$ cat src/rtl/pi1_wrbuf_pkg.sv
// Shared PerInt definitions: op encodings, upstream FSM states and a
// constant-evaluable clog2 used for parameter-derived widths.
package pi1_wrbuf_pkg;

  localparam logic [1:0] PINOOP = 2'b00;
  localparam logic [1:0] PIWROP = 2'b01;
  localparam logic [1:0] PIRDOP = 2'b10;
  localparam logic [1:0] PIRWOP = 2'b11;

  typedef enum logic [1:0] {
    ST_IDLE   = 2'd0,
    ST_RDWAIT = 2'd1,
    ST_RDRET  = 2'd2
  } state_t;

  function automatic int clog2(input int v);
    int r;
    r = 0;
    while ((1 << r) < v) r++;
    return r;
  endfunction

endpackage

$ cat src/rtl/pi1_wrbuf_fifo.sv
// Synchronous FIFO with combinational head read; the head reads as zero when
// empty so downstream fields are clean without extra muxing.
module pi1_fifo
  import pi1_wrbuf_pkg::*;
#(
  parameter int W     = 8,
  parameter int DEPTH = 4,
  localparam int AW   = clog2(DEPTH),
  localparam int CW   = AW + 1
) (
  input  logic          clk_i,
  input  logic          rst_i,
  input  logic          i_push,
  input  logic [W-1:0]  i_data,
  input  logic          i_pop,
  output logic [W-1:0]  o_data,
  output logic          o_full,
  output logic          o_empty,
  output logic [CW-1:0] o_count
);

  logic [W-1:0]  r_mem [DEPTH];
  logic [AW-1:0] r_wptr;
  logic [AW-1:0] r_rptr;
  logic [CW-1:0] r_count;
  logic          w_push;
  logic          w_pop;

  assign o_full  = (r_count == CW'(DEPTH));
  assign o_empty = (r_count == '0);
  assign o_count = r_count;
  assign o_data  = o_empty ? '0 : r_mem[r_rptr];

  assign w_push = i_push && !o_full;
  assign w_pop  = i_pop && !o_empty;

  always_ff @(posedge clk_i) begin
    if (w_push) r_mem[r_wptr] <= i_data;
  end

  // Pointers wrap naturally because DEPTH is a power of two.
  always_ff @(posedge clk_i) begin
    if (rst_i) begin
      r_wptr  <= '0;
      r_rptr  <= '0;
      r_count <= '0;
    end else begin
      if (w_push) r_wptr <= r_wptr + 1'b1;
      if (w_pop)  r_rptr <= r_rptr + 1'b1;
      case ({w_push, w_pop})
        2'b10:   r_count <= r_count + 1'b1;
        2'b01:   r_count <= r_count - 1'b1;
        default: r_count <= r_count;
      endcase
    end
  end

endmodule

$ cat src/rtl/pi1_wrbuf.sv
// Write-posting PerInt request buffer: writes are acked on entry, reads stall
// the master until the single in-flight read returns from downstream.
module pi1_wrbuf
  import pi1_wrbuf_pkg::*;
#(
  parameter int ARCHBITSZ = 32,
  parameter int DEPTH     = 4,
  localparam int ADDRBITSZ = ARCHBITSZ - clog2(ARCHBITSZ / 8),
  localparam int SELW      = ARCHBITSZ / 8
) (
  input  logic                 clk_i,
  input  logic                 rst_i,
  input  logic [1:0]           m_op_i,
  input  logic [ADDRBITSZ-1:0] m_addr_i,
  input  logic [ARCHBITSZ-1:0] m_data_i,
  input  logic [SELW-1:0]      m_sel_i,
  output logic [ARCHBITSZ-1:0] m_data_o,
  output logic                 m_rdy_o,
  output logic [1:0]           s_op_o,
  output logic [ADDRBITSZ-1:0] s_addr_o,
  output logic [ARCHBITSZ-1:0] s_data_o,
  output logic [SELW-1:0]      s_sel_o,
  input  logic [ARCHBITSZ-1:0] s_data_i,
  input  logic                 s_rdy_i
);

  localparam int EW = 2 + ADDRBITSZ + ARCHBITSZ + SELW;
  localparam int CW = clog2(DEPTH) + 1;

  state_t                 r_state;
  logic                   r_rdpend;
  logic                   r_rddone;
  logic [ARCHBITSZ-1:0]   r_rddat;

  logic [EW-1:0]          w_wdat;
  logic [EW-1:0]          w_head;
  logic [CW-1:0]          w_count;
  logic                   w_full;
  logic                   w_empty;
  logic                   w_accept;
  logic                   w_acc_rd;
  logic                   w_pop;
  logic                   w_pop_rd;
  logic                   w_capture;

  assign w_wdat = {m_op_i, m_addr_i, m_data_i, m_sel_i};

  pi1_fifo #(
    .W     (EW),
    .DEPTH (DEPTH)
  ) u_fifo (
    .clk_i   (clk_i),
    .rst_i   (rst_i),
    .i_push  (w_accept),
    .i_data  (w_wdat),
    .i_pop   (w_pop),
    .o_data  (w_head),
    .o_full  (w_full),
    .o_empty (w_empty),
    .o_count (w_count)
  );

  assign s_op_o   = (rst_i || w_empty) ? PINOOP : w_head[EW-1 -: 2];
  assign s_addr_o = w_head[EW-3 -: ADDRBITSZ];
  assign s_data_o = w_head[SELW +: ARCHBITSZ];
  assign s_sel_o  = w_head[SELW-1:0];

  assign m_rdy_o  = !rst_i && (((r_state == ST_IDLE) && !w_full) || (r_state == ST_RDRET));
  assign m_data_o = rst_i ? '0 : r_rddat;

  // RD and RW share bit 1 of the op encoding.
  assign w_accept  = m_rdy_o && (m_op_i != PINOOP) && !w_full;
  assign w_acc_rd  = w_accept && m_op_i[1];
  assign w_pop     = (s_op_o != PINOOP) && s_rdy_i;
  assign w_pop_rd  = w_pop && s_op_o[1];
  assign w_capture = r_rdpend && s_rdy_i && !rst_i;

  always_ff @(posedge clk_i) begin
    if (rst_i) begin
      r_state  <= ST_IDLE;
      r_rdpend <= 1'b0;
      r_rddone <= 1'b0;
      r_rddat  <= '0;
    end else begin
      if (w_capture) r_rddat <= s_data_i;

      if (w_pop_rd)       r_rdpend <= 1'b1;
      else if (w_capture) r_rdpend <= 1'b0;

      case (r_state)
        ST_IDLE: begin
          if (w_acc_rd) r_state <= ST_RDWAIT;
        end
        // Hold returned data here while full so RDRET never sees a full FIFO.
        ST_RDWAIT: begin
          if ((w_capture || r_rddone) && !w_full) begin
            r_state  <= ST_RDRET;
            r_rddone <= 1'b0;
          end else if (w_capture) begin
            r_rddone <= 1'b1;
          end
        end
        ST_RDRET: begin
          r_state <= w_acc_rd ? ST_RDWAIT : ST_IDLE;
        end
        default: r_state <= ST_IDLE;
      endcase
    end
  end

endmodule
$ cat config.mk
export PLATFORM = sky130hd
export DESIGN_NAME = pi1_wrbuf
export DESIGN_NICKNAME = d
export VERILOG_FILES = /design/src/rtl/pi1_wrbuf_pkg.sv /design/src/rtl/pi1_wrbuf_fifo.sv /design/src/rtl/pi1_wrbuf.sv
export SDC_FILE = /design/constraint.sdc
export NUM_CORES = 1
export LEC_CHECK = 0
export BUFFER_PORTS_ARGS = -buffer_cell sky130_fd_sc_hd__buf_2
export CAP_MARGIN = 0
export CORE_MARGIN = 2
export CORE_UTILIZATION = 58
export DETAILED_ROUTE_END_ITERATION = 8
export HOLD_SLACK_MARGIN = 0.12
export PLACE_DENSITY = 0.93
export RECOVER_POWER = 25
export REMOVE_ABC_BUFFERS = 1
export SLEW_MARGIN = 20
export SYNTH_ARGS = -nofsm -noshare
export SYNTH_HDL_FRONTEND = slang
export SYNTH_SLANG_ARGS = --single-unit
$ cat constraint.sdc
create_clock -name clk_i -period 5.4 [get_ports clk_i]
set_clock_uncertainty 0.05 [all_clocks]
set_input_delay 0.54 -clock clk_i [delete_from_list [all_inputs] [get_ports clk_i]]
set_output_delay 0.54 -clock clk_i [all_outputs]
set_load 0.02 [all_outputs]
==> results of run 1 <==
[kinds of logic after synthesis]
kind of cell             Yosys count  share of synthesized area
adder cells (fa/ha/maj)            6                    0.00679
buffers and inverters             40                     0.0172
XOR/XNOR                           5                    0.00360
multiplexers                     101                      0.156
flip-flops                       317                      0.746
AND/OR/NAND/NOR                  123                     0.0611
AO/OA/AOI/OAI                     14                    0.00906
[layout by cell type, fill, tap and decap left out, types with 7 or more instances in the layout]
cell / count
and2_1: 68
buf_2: 154
clkbuf_1: 57
clkbuf_16: 31
dfxtp_1: 43
edfxtp_1: 272
inv_1: 7
mux2_2: 32
mux4_2: 68
nor2_1: 12
nor2b_1: 33
[power breakdown]
| part | internal [mW] | switching [mW] |
|---|---|---|
| combinational | 0.289 | 0.391 |
| sequential | 2.75 | 0.0568 |
| clock | 1.20 | 0.849 |
| total | 4.24 | 1.30 |
[per-stage QoR]
stage | cell area (sq um) | util
2_1_floorplan | 12000 | -
3_3_place_gp | 13400 | 0.655
3_5_place_dp | 13400 | 0.655
4_1_cts | 14300 | 0.702
5_1_grt | 14300 | 0.699
6_report | 14300 | 0.699
[critical path, stage by stage, from the launching register on]
cell     delay (ns)
dfxtp_4        0.89
buf_4          0.61
mux4_2         0.61
and2_1         0.18
buf_2          0.15
[flip-flops by register name, summed over array words and instances, names as in the netlist, named ones only]
name / cells
u_fifo.r_mem: 272
r_rddone: 1
u_fifo.r_wptr: 2
u_fifo.r_rptr: 2
r_rdpend: 1
u_fifo.o_count: 3
r_state: 2
r_rddat: 32
[layout make-up]
cell class | count | area, sq um
clock inverters | 18 | 166
clock buffers | 39 | 806
repair buffers | 206 | 977
flip-flops and latches | 317 | 9080
well taps | 270 | 338
multi-input cells | 249 | 2890
inverters | 7 | 26.3
fillers | 1274 | 6150
[metal layers]
metal	vias up	part of all wire
met2	308	0.51
met4	2	0.014
li1	2775	-
met3	27	0.086
met1	3118	0.39
met5	-	0.00056
[path summary, 6_finish.rpt]
| path | slack (ns) | end | cells after the start | startpoint |
|---|---|---|---|---|
| max | 1.79 | s_addr_o[11] | 4 | flop |
| min | 0.17 | r_rddat[21] | 2 | s_data_i[21] |
| max reg2reg | 2.42 | u_fifo.o_count[2] | 8 | flop |
| min reg2reg | 0.45 | u_fifo.o_count[2] | 2 | u_fifo.o_count[2] |
==> impl_metrics.tcl, run 1 <==
set metrics [dict create \
    ys.flop_type "edfxtp_1" \
    rows 52 \
    met1_usage 0.277 \
    cts_buffers 31 \
    power_leakage_nw 5.08 \
    wl_um 23000 \
    fin_crit_sh 0.668 \
    netlist_instances 606 \
    crit_required_ns 4.81 \
    postCtsSetupBuffers 0 \
    final-hold-violation-count 0 \
    htree_levels 1 \
    slew_headroom 0.303 \
    ant_nets 0 \
    drv_slew 0 \
    clk_latency_ns 0.54 \
    finalNonFillerCells 1106 \
    drt_iter0_markers 446 \
    synth_edf_count 272 \
    fp.dieW_um 149 \
    finalSetupViolCount 0 \
    fin_setup_tns_ns 0 \
    dieHeight_um 149 \
    postCtsResizedCells 0 \
    crit_fanout 40 \
    start_kind "flop" \
    clock.fmax_mhz 277 \
    grt.total_usage 0.210 \
    io_pins 204 \
    setup_slack_ns 1.79 \
    numPortBuffers 203 \
    synth.top_cells.by_count "edfxtp_1 (272), and2_1 (72), mux4_2 (68)" \
    criticalPathCategory "flop to output pin" \
    hold_path.class "input pin to flop" \
    syn_area_sq_mm 0.0122 \
    ir_drop_uv 401 \
    whs_ns 0.173 \
    yosysMostFrequentCell "edfxtp_1" \
    endpoint_kind "output pin" \
    grt_overflow 0 \
    drc_errors 0 \
    synth_seq_area_share 0.746 \
    outcome "finished clean" \
    worst_slew_pin_slew_ns 1.05 \
    dp_slack_ns 2.29 \
    cts_root_buf "clkbuf_16" \
    cp.arrival_ns 3.02 \
    ys_ff_latch 317 \
    grt_use_met2 0.363 \
    place.gp.congestion 0.727 \
    ys_top_cells_by_area "edfxtp_1 (67%), mux4_2 (13%), dfxtp_1 (7.4%), and2_1 (3.7%), mux2_2 (3.0%)" \
    antennaDiodeCount 0 \
    yosysTopAreaCellShare 0.672 \
    p_total_mw 5.53 \
    routedWlPerCell_um 20.8 \
    coreArea_sq_mm 0.0204 \
    clock_sinks 317 \
    rsz0062_at_grt "no" \
    busiest_layer "met2" \
    grt_pass1_wl_um 35700 \
    synth_area_per_cell_sq_um 20.1 \
    async_reset_ff_frac 0 \
    dr.pass1.iters 4 \
    grt_max_degree 70 \
    start_util 0.595 \
    clk_pin_slew_ns 0.06 \
    gr-usage-met3 0.0453 \
    cts_tree "built" \
    min_period_ns 3.61 \
    drv_cap 0 \
    dp.cells 1049 \
    grt_pass1_vias 6579 \
    yosysTopAreaCell "edfxtp_1" \
    area_growth_pct 17.5 \
    yosys_warnings 0 \
    synth.distinct_cells 32 \
    nNetsFinal 921 \
    drive_above_1_share 0.371 \
    via_per_inst 5.63 \
    cts_hold_buf 0 \
    antenna_found_initial 1 \
    clk_path_buf_depth 3 \
    vias 6230 \
    dp_hpwl_um 13500 \
    fp.dieArea_sq_mm 0.0221 \
    power_density_mw_per_mm2 387 \
]
(Power assumes the default switching activity.)
==> inputs of run 2 (changes only) <==
--- a/config.mk
+++ b/config.mk
@@ -8,10 +8,10 @@
 export BUFFER_PORTS_ARGS = -buffer_cell sky130_fd_sc_hd__buf_2
 export CAP_MARGIN = 0
 export CORE_MARGIN = 2
-export CORE_UTILIZATION = 58
+export CORE_UTILIZATION = 56
 export DETAILED_ROUTE_END_ITERATION = 8
 export HOLD_SLACK_MARGIN = 0.12
-export PLACE_DENSITY = 0.93
+export PLACE_DENSITY = 0.9
 export RECOVER_POWER = 25
 export REMOVE_ABC_BUFFERS = 1
 export SLEW_MARGIN = 20
==> constraint.sdc (replaced) <==
create_clock -name clk_i -period 3.6 [get_ports clk_i]
set_clock_uncertainty 0.05 [all_clocks]
set_input_delay 0.36 -clock clk_i [delete_from_list [all_inputs] [get_ports clk_i]]
set_output_delay 0.36 -clock clk_i [all_outputs]
set_load 0.02 [all_outputs]
==> run 2 against run 1 <==
Non-clock buffer count is 109 higher. Worst setup slack worse by 1.1 ns. Critical endpoint is now s_addr_o[15]. Cell area is 8.5% higher. Sequential power up 48%. Critical path depth unchanged. Combinational power is 74% higher. Global-route usage up 1.0 points.
==> impl_metrics.tcl, run 2 (synthesis results as in run 1) <==
set metrics [dict create \
    layout_commonest_cell "edfxtp_1" \
    coreArea_sq_mm 0.0212 \
    grt_overflow 0 \
    cts_hold_buf 101 \
    place.gp.congestion 0.741 \
    top_register "u_fifo.r_mem" \
    final_cell_mix "edfxtp_1 (272), buf_2 (157), dlygate4sd3_1 (101)" \
    grt_pass1_wl_um 38100 \
    r2r_cells 9 \
    p_int_mw 6.64 \
    crit_fanout 40 \
    via_per_inst 5.49 \
    largest_reg_flops 272 \
    dp.cells 1062 \
    nNetsFinal 1030 \
    start_kind "flop" \
    cts_buffers 31 \
    clk_path_buf_depth 3 \
    dpl_cell_area_sq_mm 0.0135 \
    fp.dieArea_sq_mm 0.0229 \
    drc_errors 0 \
    final_area_sq_mm 0.0155 \
    dieHeight_um 151 \
    combPwrFrac 0.137 \
    clk_pin_slew_ns 0.07 \
    crit_required_ns 3.19 \
    io_pins 204 \
    clock.fmax_mhz 341 \
    fin_setup_tns_ns 0 \
    routedWlPerCell_um 20.6 \
    cts_root_buf "clkbuf_16" \
    finalSetupViolCount 0 \
    start_util 0.575 \
    grt.total_usage 0.220 \
    p_total_mw 8.63 \
    timing.rr.end "u_fifo.o_count[2]" \
    worst_slew_pin_slew_ns 0.930 \
    dp_hpwl_um 13800 \
    setup_slack_ns 0.670 \
    ant_nets 0 \
    dr.pass1.iters 4 \
    power_leakage_nw 5.59 \
    drt_iter0_markers 362 \
    slew_headroom 0.380 \
    outcome "finished clean" \
    grt_pass1_vias 7170 \
    seqPwrFrac 0.483 \
    vias 6697 \
    cp.arrival_ns 2.52 \
    drv_cap 0 \
    cts_tree "built" \
    timing.rr.start "u_fifo.o_count[2]" \
    rows 53 \
    pwr-share-clk 0.381 \
    fp.dieW_um 151 \
    postCtsResizedCells 0 \
    numPortBuffers 203 \
    antennaDiodeCount 0 \
    fin_crit_sh 0.814 \
    critPathCapture "s_addr_o[15]" \
    final-hold-violation-count 0 \
    antenna_found_initial 0 \
    whs_ns 0.353 \
    wl_um 25100 \
    postCtsSetupBuffers 0 \
    final_util 0.732 \
    criticalPathCategory "flop to output pin" \
    hold_path.class "input pin to flop" \
    dp_slack_ns 1.06 \
    drive_above_1_share 0.341 \
    ir_drop_uv 383 \
    clock_sinks 317 \
    power_switching_mw 1.99 \
    htree_levels 1 \
    area_growth_pct 27.4 \
    grt_max_degree 70 \
    power_density_mw_per_mm2 557 \
    clk_latency_ns 0.54 \
    rsz0062_at_grt "no" \
    r2r_slack_ns 1.05 \
    finalNonFillerCells 1220 \
    swShare 0.231 \
    min_period_ns 2.93 \
    drv_slew 0 \
    endpoint_kind "output pin" \
]
## run 2: worst min-delay path by stage
stage / start / slack (ns) / cells past startpoint / to
3_3_place_gp: r_rdpend / 0.43 / 2 / r_rdpend
5_1_grt: rst_i / 0.37 / 3 / r_state[0]
4_1_cts: rst_i / 0.33 / 3 / flop
2_1_floorplan: rst_i / 0.38 / 1 / r_rdpend
6_report: rst_i / 0.35 / 3 / r_state[1]
3_5_place_dp: r_rdpend / 0.43 / 2 / r_rdpend
## run 2: final cells by class
class                      count  area, sq um
multi-input combinational    249         2890
clock inverter                23          262
sequential                   317         9080
clock buffer                  34          787
timing repair buffer         315         2100
tap                          275          344
fill                        1239         5660
inverter                       7         26.3
## run 2: metal layers
metal  track usage  routed length, um  part of all wire
met5             0                  0                 0
met4        0.0500                411             0.016
met1         0.279               9860              0.39
met2         0.394              13000              0.52
met3        0.0422               1840             0.073
## run 2: critical path, cell delays in order (launching register included)
cell     delay (ns)
dfxtp_4        0.37
buf_4          0.61
mux4_2         0.59
and2_1         0.19
buf_2          0.17
## run 2: power groups by stage
stage | Sequential (mW) | Clock (mW) | Combinational [mW]
2_1_floorplan | 4.29 | 0 | 0.661
6_report | 4.16 | 3.28 | 1.18
5_1_grt | 4.17 | 3.47 | 1.28
4_1_cts | 4.16 | 3.32 | 1.19
3_3_place_gp | 4.23 | 0 | 1.08
3_5_place_dp | 4.24 | 0 | 1.10
